<file path="config.mk">
export PLATFORM = sky130hd
export DESIGN_NAME = elm_weight_loader_flat
export DESIGN_NICKNAME = d
export VERILOG_FILES = /design/src/rtl/elm_weight_loader_if.sv /design/src/rtl/elm_weight_loader.sv /design/src/flat_wrapper.sv
export SDC_FILE = /design/constraint.sdc
export NUM_CORES = 1
export LEC_CHECK = 0
export BUFFER_PORTS_ARGS = -buffer_cell sky130_fd_sc_hd__buf_4
export CAP_MARGIN = 10
export CORE_MARGIN = 5
export CORE_UTILIZATION = 45
export CTS_CLUSTER_DIAMETER = 40
export DETAILED_ROUTE_END_ITERATION = 6
export PLACE_DENSITY = 0.82
export SETUP_SLACK_MARGIN = 0.3
export SYNTH_ARGS = -nofsm -noshare
export SYNTH_HDL_FRONTEND = slang
export SYNTH_SLANG_ARGS = --single-unit
</file>
<file path="constraint.sdc">
create_clock -name clk -period 1.7 [get_ports clk]
set_input_delay 0.17 -clock clk [delete_from_list [all_inputs] [get_ports clk]]
set_output_delay 0.17 -clock clk [all_outputs]
set_load 0.03 [all_outputs]
</file>
<file path="src/rtl/elm_weight_loader_if.sv">
// Stream interface feeding the ELM weight loader.
// The master side is the DMA/config front end; the slave side is the loader.
interface elm_weight_loader_if #(
  parameter int DATA_W = 16
);
  logic              s_tvalid;
  logic [DATA_W-1:0] s_tdata;
  logic              s_tlast;
  logic              s_tready;

  modport master (
    output s_tvalid,
    output s_tdata,
    output s_tlast,
    input  s_tready
  );

  modport slave (
    input  s_tvalid,
    input  s_tdata,
    input  s_tlast,
    output s_tready
  );
endinterface

</file>
<file path="src/rtl/elm_weight_loader.sv">
// ELM weight loader: streams one layer's weights and biases into the neuron
// array. Per neuron the image is NUM_WEIGHT weight words followed by one bias
// word, neurons in ascending order starting at NEURON_BASE.
// Optional build macro WLOAD_CHECKSUM_EN adds a running modulo-2^DATA_W
// checksum output over every accepted word of the current load.
//
// state  | meaning
// IDLE   | waiting for start, stream not ready
// LOAD_W | accepting weight words for neuron n_idx
// LOAD_B | accepting the bias word for neuron n_idx
// FINISH | one-cycle done pulse, then back to IDLE
module elm_weight_loader #(
  parameter int DATA_W      = 16,
  parameter int NUM_WEIGHT  = 128,
  parameter int NUM_NEURON  = 30,
  parameter int NEURON_BASE = 0,
  localparam int CFG_W      = 2*DATA_W+1
) (
  input  logic                  clk,
  input  logic                  rst,
  input  logic                  start,
  input  logic [CFG_W-1:0]      layer_no,
  elm_weight_loader_if.slave    s_axis,
  output logic                  weight_valid,
  output logic [DATA_W-1:0]     weight_value,
  output logic [NUM_NEURON-1:0] bias_valid,
  output logic [DATA_W-1:0]     bias_value,
  output logic [CFG_W-1:0]      config_layer_num,
  output logic [CFG_W-1:0]      config_neuron_num,
`ifdef WLOAD_CHECKSUM_EN
  output logic [DATA_W-1:0]     checksum,
`endif
  output logic                  busy,
  output logic                  done,
  output logic                  err
);

  localparam int NI_W = (NUM_NEURON > 1) ? $clog2(NUM_NEURON) : 1;
  localparam int WC_W = (NUM_WEIGHT > 1) ? $clog2(NUM_WEIGHT) : 1;

  typedef enum logic [1:0] {IDLE, LOAD_W, LOAD_B, FINISH} state_t;

  state_t                state_q, state_d;
  logic [WC_W-1:0]       w_cnt_q, w_cnt_d;
  logic [NI_W-1:0]       n_idx_q, n_idx_d;
  logic [CFG_W-1:0]      layer_q, layer_d;
  logic                  err_q, err_d;
  logic                  weight_valid_q, weight_valid_d;
  logic [DATA_W-1:0]     weight_value_q, weight_value_d;
  logic [NUM_NEURON-1:0] bias_valid_q, bias_valid_d;
  logic [DATA_W-1:0]     bias_value_q, bias_value_d;
  logic [CFG_W-1:0]      cfg_layer_q, cfg_layer_d;
  logic [CFG_W-1:0]      cfg_neuron_q, cfg_neuron_d;
  logic                  beat;
  logic                  last_neuron;

  // Ready comes only from the registered state, never from s_tvalid.
  assign s_axis.s_tready = (state_q == LOAD_W) || (state_q == LOAD_B);
  assign beat            = s_axis.s_tvalid && s_axis.s_tready;
  assign last_neuron     = (n_idx_q == NI_W'(NUM_NEURON-1));

  // Next-state and registered strobe/tag computation.
  always_comb begin
    state_d        = state_q;
    w_cnt_d        = w_cnt_q;
    n_idx_d        = n_idx_q;
    layer_d        = layer_q;
    err_d          = err_q;
    weight_valid_d = 1'b0;
    weight_value_d = weight_value_q;
    bias_valid_d   = '0;
    bias_value_d   = bias_value_q;
    cfg_layer_d    = cfg_layer_q;
    cfg_neuron_d   = cfg_neuron_q;

    case (state_q)
      IDLE: begin
        if (start) begin
          state_d = LOAD_W;
          layer_d = layer_no;
          w_cnt_d = '0;
          n_idx_d = '0;
          err_d   = 1'b0;
        end
      end

      LOAD_W: begin
        if (beat) begin
          weight_valid_d = 1'b1;
          weight_value_d = s_axis.s_tdata;
          cfg_layer_d    = layer_q;
          cfg_neuron_d   = CFG_W'(NEURON_BASE) + CFG_W'(n_idx_q);
          if (s_axis.s_tlast) begin
            // early end of image: forward the word, then abort the load
            state_d = FINISH;
            err_d   = 1'b1;
          end else if (w_cnt_q == WC_W'(NUM_WEIGHT-1)) begin
            state_d = LOAD_B;
          end else begin
            w_cnt_d = w_cnt_q + WC_W'(1);
          end
        end
      end

      LOAD_B: begin
        if (beat) begin
          for (int i = 0; i < NUM_NEURON; i++) begin
            bias_valid_d[i] = (n_idx_q == NI_W'(i));
          end
          bias_value_d = s_axis.s_tdata;
          if (last_neuron) begin
            state_d = FINISH;
            err_d   = err_q | ~s_axis.s_tlast;
          end else if (s_axis.s_tlast) begin
            state_d = FINISH;
            err_d   = 1'b1;
          end else begin
            state_d = LOAD_W;
            n_idx_d = n_idx_q + NI_W'(1);
            w_cnt_d = '0;
          end
        end
      end

      FINISH: begin
        state_d = IDLE;
      end

      default: begin
        state_d = IDLE;
      end
    endcase
  end

  // State and output registers with synchronous reset.
  always_ff @(posedge clk) begin
    if (rst) begin
      state_q        <= IDLE;
      w_cnt_q        <= '0;
      n_idx_q        <= '0;
      layer_q        <= '0;
      err_q          <= 1'b0;
      weight_valid_q <= 1'b0;
      weight_value_q <= '0;
      bias_valid_q   <= '0;
      bias_value_q   <= '0;
      cfg_layer_q    <= '0;
      cfg_neuron_q   <= '0;
    end else begin
      state_q        <= state_d;
      w_cnt_q        <= w_cnt_d;
      n_idx_q        <= n_idx_d;
      layer_q        <= layer_d;
      err_q          <= err_d;
      weight_valid_q <= weight_valid_d;
      weight_value_q <= weight_value_d;
      bias_valid_q   <= bias_valid_d;
      bias_value_q   <= bias_value_d;
      cfg_layer_q    <= cfg_layer_d;
      cfg_neuron_q   <= cfg_neuron_d;
    end
  end

`ifdef WLOAD_CHECKSUM_EN
  logic [DATA_W-1:0] checksum_q, checksum_d;

  // Running sum of accepted words, restarted by an accepted start.
  always_comb begin
    checksum_d = checksum_q;
    if ((state_q == IDLE) && start) begin
      checksum_d = '0;
    end else if (beat) begin
      checksum_d = checksum_q + s_axis.s_tdata;
    end
  end

  // Checksum register.
  always_ff @(posedge clk) begin
    if (rst) begin
      checksum_q <= '0;
    end else begin
      checksum_q <= checksum_d;
    end
  end

  assign checksum = checksum_q;
`endif

  assign weight_valid      = weight_valid_q;
  assign weight_value      = weight_value_q;
  assign bias_valid        = bias_valid_q;
  assign bias_value        = bias_value_q;
  assign config_layer_num  = cfg_layer_q;
  assign config_neuron_num = cfg_neuron_q;
  assign busy              = (state_q != IDLE);
  assign done              = (state_q == FINISH);
  assign err               = err_q;

endmodule
</file>
<file path="src/flat_wrapper.sv">
// flat-port wrapper written by rule: the top's interface ports become plain ports
module elm_weight_loader_flat 
#(
  parameter int DATA_W      = 16,
  parameter int NUM_WEIGHT  = 128,
  parameter int NUM_NEURON  = 30,
  parameter int NEURON_BASE = 0,
  localparam int CFG_W      = 2*DATA_W+1
)
  (clk, rst, start, layer_no, weight_valid, weight_value, bias_valid, bias_value, config_layer_num, config_neuron_num, busy, done, err, s_axis_s_tvalid, s_axis_s_tdata, s_axis_s_tlast, s_axis_s_tready);
  elm_weight_loader_if #(.DATA_W(DATA_W)) s_axis_i ();
  input  logic clk;
  input  logic rst;
  input  logic start;
  input  logic [CFG_W-1:0] layer_no;
  output logic weight_valid;
  output logic [DATA_W-1:0] weight_value;
  output logic [NUM_NEURON-1:0] bias_valid;
  output logic [DATA_W-1:0] bias_value;
  output logic [CFG_W-1:0] config_layer_num;
  output logic [CFG_W-1:0] config_neuron_num;
  output logic busy;
  output logic done;
  output logic err;
  input wire logic [$bits(s_axis_i.s_tvalid)-1:0] s_axis_s_tvalid;
  input wire logic [$bits(s_axis_i.s_tdata)-1:0] s_axis_s_tdata;
  input wire logic [$bits(s_axis_i.s_tlast)-1:0] s_axis_s_tlast;
  output wire logic [$bits(s_axis_i.s_tready)-1:0] s_axis_s_tready;
  assign s_axis_i.s_tvalid = s_axis_s_tvalid;
  assign s_axis_i.s_tdata = s_axis_s_tdata;
  assign s_axis_i.s_tlast = s_axis_s_tlast;
  assign s_axis_s_tready = s_axis_i.s_tready;
  elm_weight_loader #(.DATA_W(DATA_W), .NUM_WEIGHT(NUM_WEIGHT), .NUM_NEURON(NUM_NEURON), .NEURON_BASE(NEURON_BASE)) u_core (.clk(clk), .rst(rst), .start(start), .layer_no(layer_no), .s_axis(s_axis_i), .weight_valid(weight_valid), .weight_value(weight_value), .bias_valid(bias_valid), .bias_value(bias_value), .config_layer_num(config_layer_num), .config_neuron_num(config_neuron_num), .busy(busy), .done(done), .err(err));
endmodule
</file>
==> results of run 1 <==
critical path, delay by kind of cell, from the launching register on:
kind	cells	cell delay, ns
AO/OA/AOI/OAI	2	0.30
adder cells (fa/ha/maj)	1	0.16
buffers and inverters	1	0.05
flip-flops	1	0.38
AND/OR/NAND/NOR	2	0.71
registers in the layout, indices dropped and copies added (netlist names):
name	count
u_core.weight_valid	1
u_core.bias_value	16
u_core.layer_q	33
u_core.bias_valid	30
u_core.weight_value	16
u_core.n_idx_q	5
u_core.config_neuron_num	5
u_core.w_cnt_q	7
u_core.err	1
u_core.state_q	2
u_core.config_layer_num	33
routing by layer:
metal | GRT usage | wire length (µm) | vias to the layer above
met1 | 0.248 | 6960 | 2703
met4 | 0.105 | 694 | 0
met3 | 0.0678 | 1090 | 55
met5 | 0 | 0 | -
met2 | 0.381 | 10400 | 206
li1 | - | - | 2672
worst max-delay path by stage:
stage | startpoint | end | slack [ns] | depth (start not counted)
after floorplan | u_core.state_q[1] | u_core.w_cnt_q[2] | 0.008 | 6
after global placement | u_core.state_q[1] | u_core.w_cnt_q[2] | -0.009 | 6
after detailed placement | u_core.state_q[1] | u_core.w_cnt_q[0] | -0.04 | 6
after CTS | u_core.state_q[1] | u_core.w_cnt_q[0] | -0.01 | 6
after global routing | u_core.state_q[0] | u_core.w_cnt_q[4] | -0.06 | 8
final | u_core.state_q[0] | u_core.w_cnt_q[3] | -0.03 | 6
per-stage QoR:
stage | total power, mW | setup TNS, ns | hold WS (ns) | worst slack [ns] | cell area, µm²
CTS | 10.8 | -0.0439 | 0.0000182 | -0.0146 | 8530
detailed placement | 6.18 | -0.164 | 0.424 | -0.0429 | 7120
finish | 11.5 | -0.101 | 0.0119 | -0.0299 | 9510
floorplan | 5.44 | 0 | 0.306 | 0.00850 | 5860
global route | 12.0 | -0.484 | 0.00270 | -0.0643 | 9510
global placement | 6.12 | -0.00916 | 0.416 | -0.00916 | 7120
what timing repair did:
item	CTS	global route
pin swaps	30	69
endpoints found under the hold margin	46	2
gates cloned	6	6
endpoints found under the setup margin	118	151
setup buffers	7	13
hold buffers	38	2
resized for setup	63	180
logic make-up (layout without fill, tap and decap cells):
| family | after synthesis | count (layout) | share of synthesized area |
|---|---|---|---|
| compound gates | 140 | 140 | 0.139 |
| flops | 149 | 149 | 0.531 |
| mux | 3 | 3 | 0.00579 |
| other cells | 1 | 28 | 0.000667 |
| simple gates | 303 | 303 | 0.226 |
| buf+inv | 80 | 299 | 0.0726 |
| fa+ha+maj | 11 | 11 | 0.0245 |
power by group through the flow:
stage          sequential (mW)  clock (mW)  combinational [mW]
2_1_floorplan             4.08           0                1.36
3_3_place_gp              3.93           0                2.18
3_5_place_dp              3.94           0                2.24
4_1_cts                   3.87        3.88                3.03
5_1_grt                   3.95        4.05                3.96
6_report                  3.93        3.85                3.76
cell usage in the layout (no fill, tap or decap), types with 6 or more instances in the layout:
| cell type | instances |
|---|---|
| a21oi_1 | 46 |
| a21oi_2 | 64 |
| buf_12 | 9 |
| buf_4 | 179 |
| buf_6 | 16 |
| clkbuf_16 | 22 |
| conb_1 | 28 |
| dfxtp_1 | 147 |
| dlygate4sd3_1 | 40 |
| ha_1 | 6 |
| inv_1 | 7 |
| nand2_1 | 159 |
| nand2_2 | 8 |
| nand2_4 | 57 |
| nand2b_1 | 9 |
| nand3_1 | 6 |
| nor2_1 | 35 |
area by class of cell:
cell class                 count  area, µm²
clock buffer                  21        460
clock inverter                11        148
fill                         753       2600
inverter                      11       46.3
multi-input combinational    485       3240
sequential                   149       2990
tap                          168        210
timing repair buffer         256       2410
==> impl_results.md, run 1 <==
- Outcome: finished with violations
- Failing checks: setup timing
- Max cap viols: 0
- Grt ovf: 0
- Mapped Area: 5620 µm²
- Tmin final: ~1.7 ns
- # diodes: 0
- Vias per cell: between 5 and 6
- Die width: 122 µm
- Hold path start: s_axis_s_tdata[10]
- Global-route wire length before repair: 25800 µm
- Sw frac: 0.314
- P_sw: 3.62 mW
- CTS tree: done
- Top cells by count, synth: nand2_1, dfxtp_1, a21oi_1
- # DRC: 0
- # nets final: around 990
- CP Max Fanout: 4
- Cells along the critical path: inv_4 > ha_4 > nor2b_4 > or4_4 > a211oi_2 > o22ai_1
- Power per Cell Area: 1210 nW/µm²
- CTS Sinks: 149
- Clock Tree Buf Depth: 2
- Synth cell types: 50
- Worst setup path category: flip-flop to flip-flop
- Wire per inst: 17.4 µm
- Final worst path period share: 1.02
- Post-synthesis to final-layout area growth: 69.2%
- Main synth FF type: dfxtp_1
- Core Area: 12100 µm²
- Mapped Avg Cell Area: just over 8 µm²
- Ys Warns: 0
- RSZ-0062 raised after global routing: true
- Clock network power share: 0.334
- Worst-skew pair later-pin latency: 0.42 ns
- DRT Pass-1 Iters: 4
- Slew Limit Fails: 0
- Row cnt: 40
- Sequential share of the synthesized area: 0.531
- Total track usage: 0.221
- Hpwl dp: 9840 µm
- Final Hold Fails: 0
- Hold EP: u_core.weight_value[10]
- Synth top area cells: dfxtp_1, nand2_1, a21oi_1, buf_4, ha_1
- Worst Hold Class: primary input to flip-flop
- CTS root buf: clkbuf_16
- Placed cell count: 997
- PortBufs: 158
- H-tree depth: 4
- Share of cells above drive strength 1: 0.446
- Vias: 5636
- Leak: between 4 and 5 nW
- Fmax: 578 MHz
- FF-to-FF Start: u_core.state_q[0]
- Critical path arrival: 2.01 ns
- Worst setup margin: -0.0299 ns
- CP Launch Type: flip-flop
- Area leader, netlist: dfxtp_1
- CP required: 1.98 ns
- Peak supply drop: 912 µV
- Non-Filler Instances: 1101
- Async SR Flop Fraction: 0
- Initial Utilization: 0.464
- Worst path max stage delay: 0.57 ns
- Worst Hold Depth: 3
- Crit end category: flip-flop
- Number of global-route vias before repair: 5250
- RePlAce Congestion: 0.828
- Number of CTS-inserted buffers: 17
- Comb power frac: 0.326
- Routed wire length: 19100 µm
- EDFF count, synth: 0
- Int Pwr: 7.93 mW
- Sequential Power Share: 0.341
- RR Endpoint: u_core.w_cnt_q[3]
- Cells after Synth: about 690
- I/O pin cnt: about 190
- Area share of the largest cell type after synthesis: 0.531
- Reg2Reg Depth: 6
- Seq cells post-synth: roughly 150
- DRT iter0 DRCs: around 270
- Slowest-stage cell, CP: or4_4
- CTS clk-pin slew, worst paths: 0.06 ns
- Register-to-register setup slack: -0.03 ns
- Final core utilization: 0.785
- Initial antenna violation count: 0
- Largest net degree at the start of global routing: 62
- Post-route ant nets: 0
- DIE AREA: between 10000 and 15000 µm²
- Most common cell in the netlist: nand2_1
- Fin Clk Skew: 0.0103 ns
- Die Span Y: approximately 120 µm
- Final Setup Violations: 4
Power figures use the tool's default switching activity.
==> run 2, diff against run 1 <==
--- a/config.mk
+++ b/config.mk
@@ -7,8 +7,10 @@
 export LEC_CHECK = 0
 export BUFFER_PORTS_ARGS = -buffer_cell sky130_fd_sc_hd__buf_4
 export CAP_MARGIN = 10
-export CORE_MARGIN = 5
-export CORE_UTILIZATION = 45
+export CELL_PAD_IN_SITES_DETAIL_PLACEMENT = 1
+export CELL_PAD_IN_SITES_GLOBAL_PLACEMENT = 1
+export CORE_MARGIN = 3
+export CORE_UTILIZATION = 32
 export CTS_CLUSTER_DIAMETER = 40
 export DETAILED_ROUTE_END_ITERATION = 6
 export PLACE_DENSITY = 0.82
==> impl_results.md, run 2 (synthesis gave the netlist of run 1 again) <==
- Post-route setup TNS: -1.44 ns
- Final core utilization: 0.648
- Initial Utilization: 0.333
- Slew Limit Headroom: 0.426
- Total track usage: 0.238
- CTS clk-pin slew, worst paths: 0.06 ns
- Post-route cell area: ~11000 µm²
- Final Hold Fails: 0
- Failing checks: setup timing
- Worst setup margin: -0.223 ns
- DIE AREA: 19200 µm²
- Hold EP: u_core.layer_q[8]
- GR met3 Demand/Resource: 0.0573
- FF-to-FF Start: u_core.n_idx_q[1]
- Vias: roughly 6100
- Routed wire length: 27800 µm
- Hpwl dp: 11700 µm
- Clock network power share: 0.353
- Final Setup Violations: 27
- Row cnt: 47
- Die Span Y: about 140 µm
- RSZ-0062 raised after global routing: true
- Worst Hold Depth: 3
- # DRC: 0
- Int Pwr: 8.90 mW
- Clock Tree Buf Depth: 2
- CP required: 2.02 ns
- DRT iter0 DRCs: around 300
- Global-route wire length before repair: between 30000 and 40000 µm
- Number of global-route vias before repair: 6462
- Critical path arrival: 2.25 ns
- Slew Limit Fails: 0
- Wire per inst: 23.4 µm
- Reg2Reg Depth: 7
- PortBufs: 158
- Final worst path period share: 1.13
- CTS Sinks: 149
- WHS: 0.0213 ns
- Worst setup path category: flip-flop to flip-flop
- Power per Cell Area: 1210 nW/µm²
- Worst Hold Class: primary input to flip-flop
- Leak: between 4 and 5 nW
- H-tree depth: 4
- Tmin final: 1.92 ns
- Grt ovf: 0
- Met1 Resource Use GR: 0.248
- Fmax: 520 MHz
- Post-synthesis to final-layout area growth: 94.6%
- Commonest non-fill, non-tap cell in the layout: buf_4
- Vias per cell: 5.09
- Worst-skew pair later-pin latency: 0.44 ns
- Outcome: finished with violations
- CTS tree: done
- Max cap viols: 0
- Slowest-stage cell, CP: o211ai_1
- Core Area: 16900 µm²
- Register-to-register setup slack: -0.22 ns
- Die width: 139 µm
- Area post-placement: 7220 µm²
- CP delay by family, top: compound AO/OA/AOI/OAI gates
- Hold path start: layer_no[8]
- Sw frac: 0.325
- Number of CTS-inserted buffers: 17
- DRT Pass-1 Iters: 4
- Peak supply drop: 867 µV
- RR Endpoint: u_core.n_idx_q[2]
- Cells along the critical path: inv_1 > ha_2 > a41oi_2 > o211ai_1 > buf_4 > a21oi_1 > o32ai_1
- Gr busiest metal: met2
- Largest net degree at the start of global routing: 56
- Initial antenna violation count: 1
- Worst path max stage delay: 0.39 ns
- I/O pin cnt: 187
- CP Max Fanout: 4
- Most frequent cells in the layout: buf_4, dfxtp_1, nand2_4
- CTS root buf: clkbuf_16
- Routing usage on met2: 0.447
- Comb power frac: 0.343
- P_sw: 4.28 mW
- RePlAce Congestion: 0.773
- Share of cells above drive strength 1: 0.578
- CP Launch Type: flip-flop
- # nets final: 1021
- Post-route ant nets: 0
- Crit end category: flip-flop
- Worst Tran Pin Value: 0.861 ns
- Sequential Power Share: 0.303
- Fin Clk Skew: 0.00973 ns
- Buf/Inv on CP: 2
run 2: power by group through the flow:
| stage | clock network (mW) | logic (mW) | registers, mW |
|---|---|---|---|
| CTS | 4.65 | 3.53 | 3.91 |
| finish | 4.65 | 4.52 | 4.00 |
| detailed placement | 0 | 2.32 | 3.95 |
| global route | 4.84 | 4.70 | 4.02 |
| floorplan | 0 | 1.36 | 4.08 |
| global placement | 0 | 2.23 | 3.94 |
run 2: area by class of cell:
| class | count | area [µm²] |
|---|---|---|
| diodes | 1 | 2.50 |
| clock buffers | 18 | 450 |
| clock inverters | 14 | 268 |
| fillers | 1727 | 5940 |
| inverters | 11 | 46.3 |
| multi-input cells | 485 | 3890 |
| flip-flops and latches | 149 | 2990 |
| well taps | 220 | 275 |
| repair buffers | 292 | 3010 |
run 2: worst max-delay path by stage:
stage,startpoint,end,cells after the start
finish,u_core.n_idx_q[1],u_core.n_idx_q[2],7
global route,u_core.n_idx_q[1],u_core.n_idx_q[2],7
floorplan,u_core.state_q[1],u_core.w_cnt_q[2],6
CTS,u_core.state_q[1],u_core.w_cnt_q[1],6
detailed placement,u_core.state_q[0],u_core.w_cnt_q[1],8
global placement,u_core.state_q[1],u_core.w_cnt_q[2],6
run 2: per-layer routing:
metal / share of wire / routed length (µm)
met5: 0 / 0
met4: 0.037 / 1020
met3: 0.041 / 1140
met2: 0.56 / 15600
met1: 0.36 / 10000
run 2: what timing repair did:
item,4_1_cts,5_1_grt
resized for setup,218,226
endpoints found under the hold margin,58,0
endpoints found under the setup margin,128,152
gates cloned,16,4
pin swaps,126,125
hold buffers,48,0
buffers inserted,23,14
run 2: tightest hold or removal path: stages:
cell     delay (ns)
buf_4          0.12
nand2_2        0.05
a21oi_2        0.06
run 2: through the flow:
stage                     power, mW  cells  worst slack, ns
after global placement         6.17   1052         -0.00930
after detailed placement       6.28   1052          -0.0661
final                          13.2   1190           -0.223
after global routing           13.6   1190           -0.336
after CTS                      12.1   1171          -0.0288
after floorplan                5.44    714          0.00850
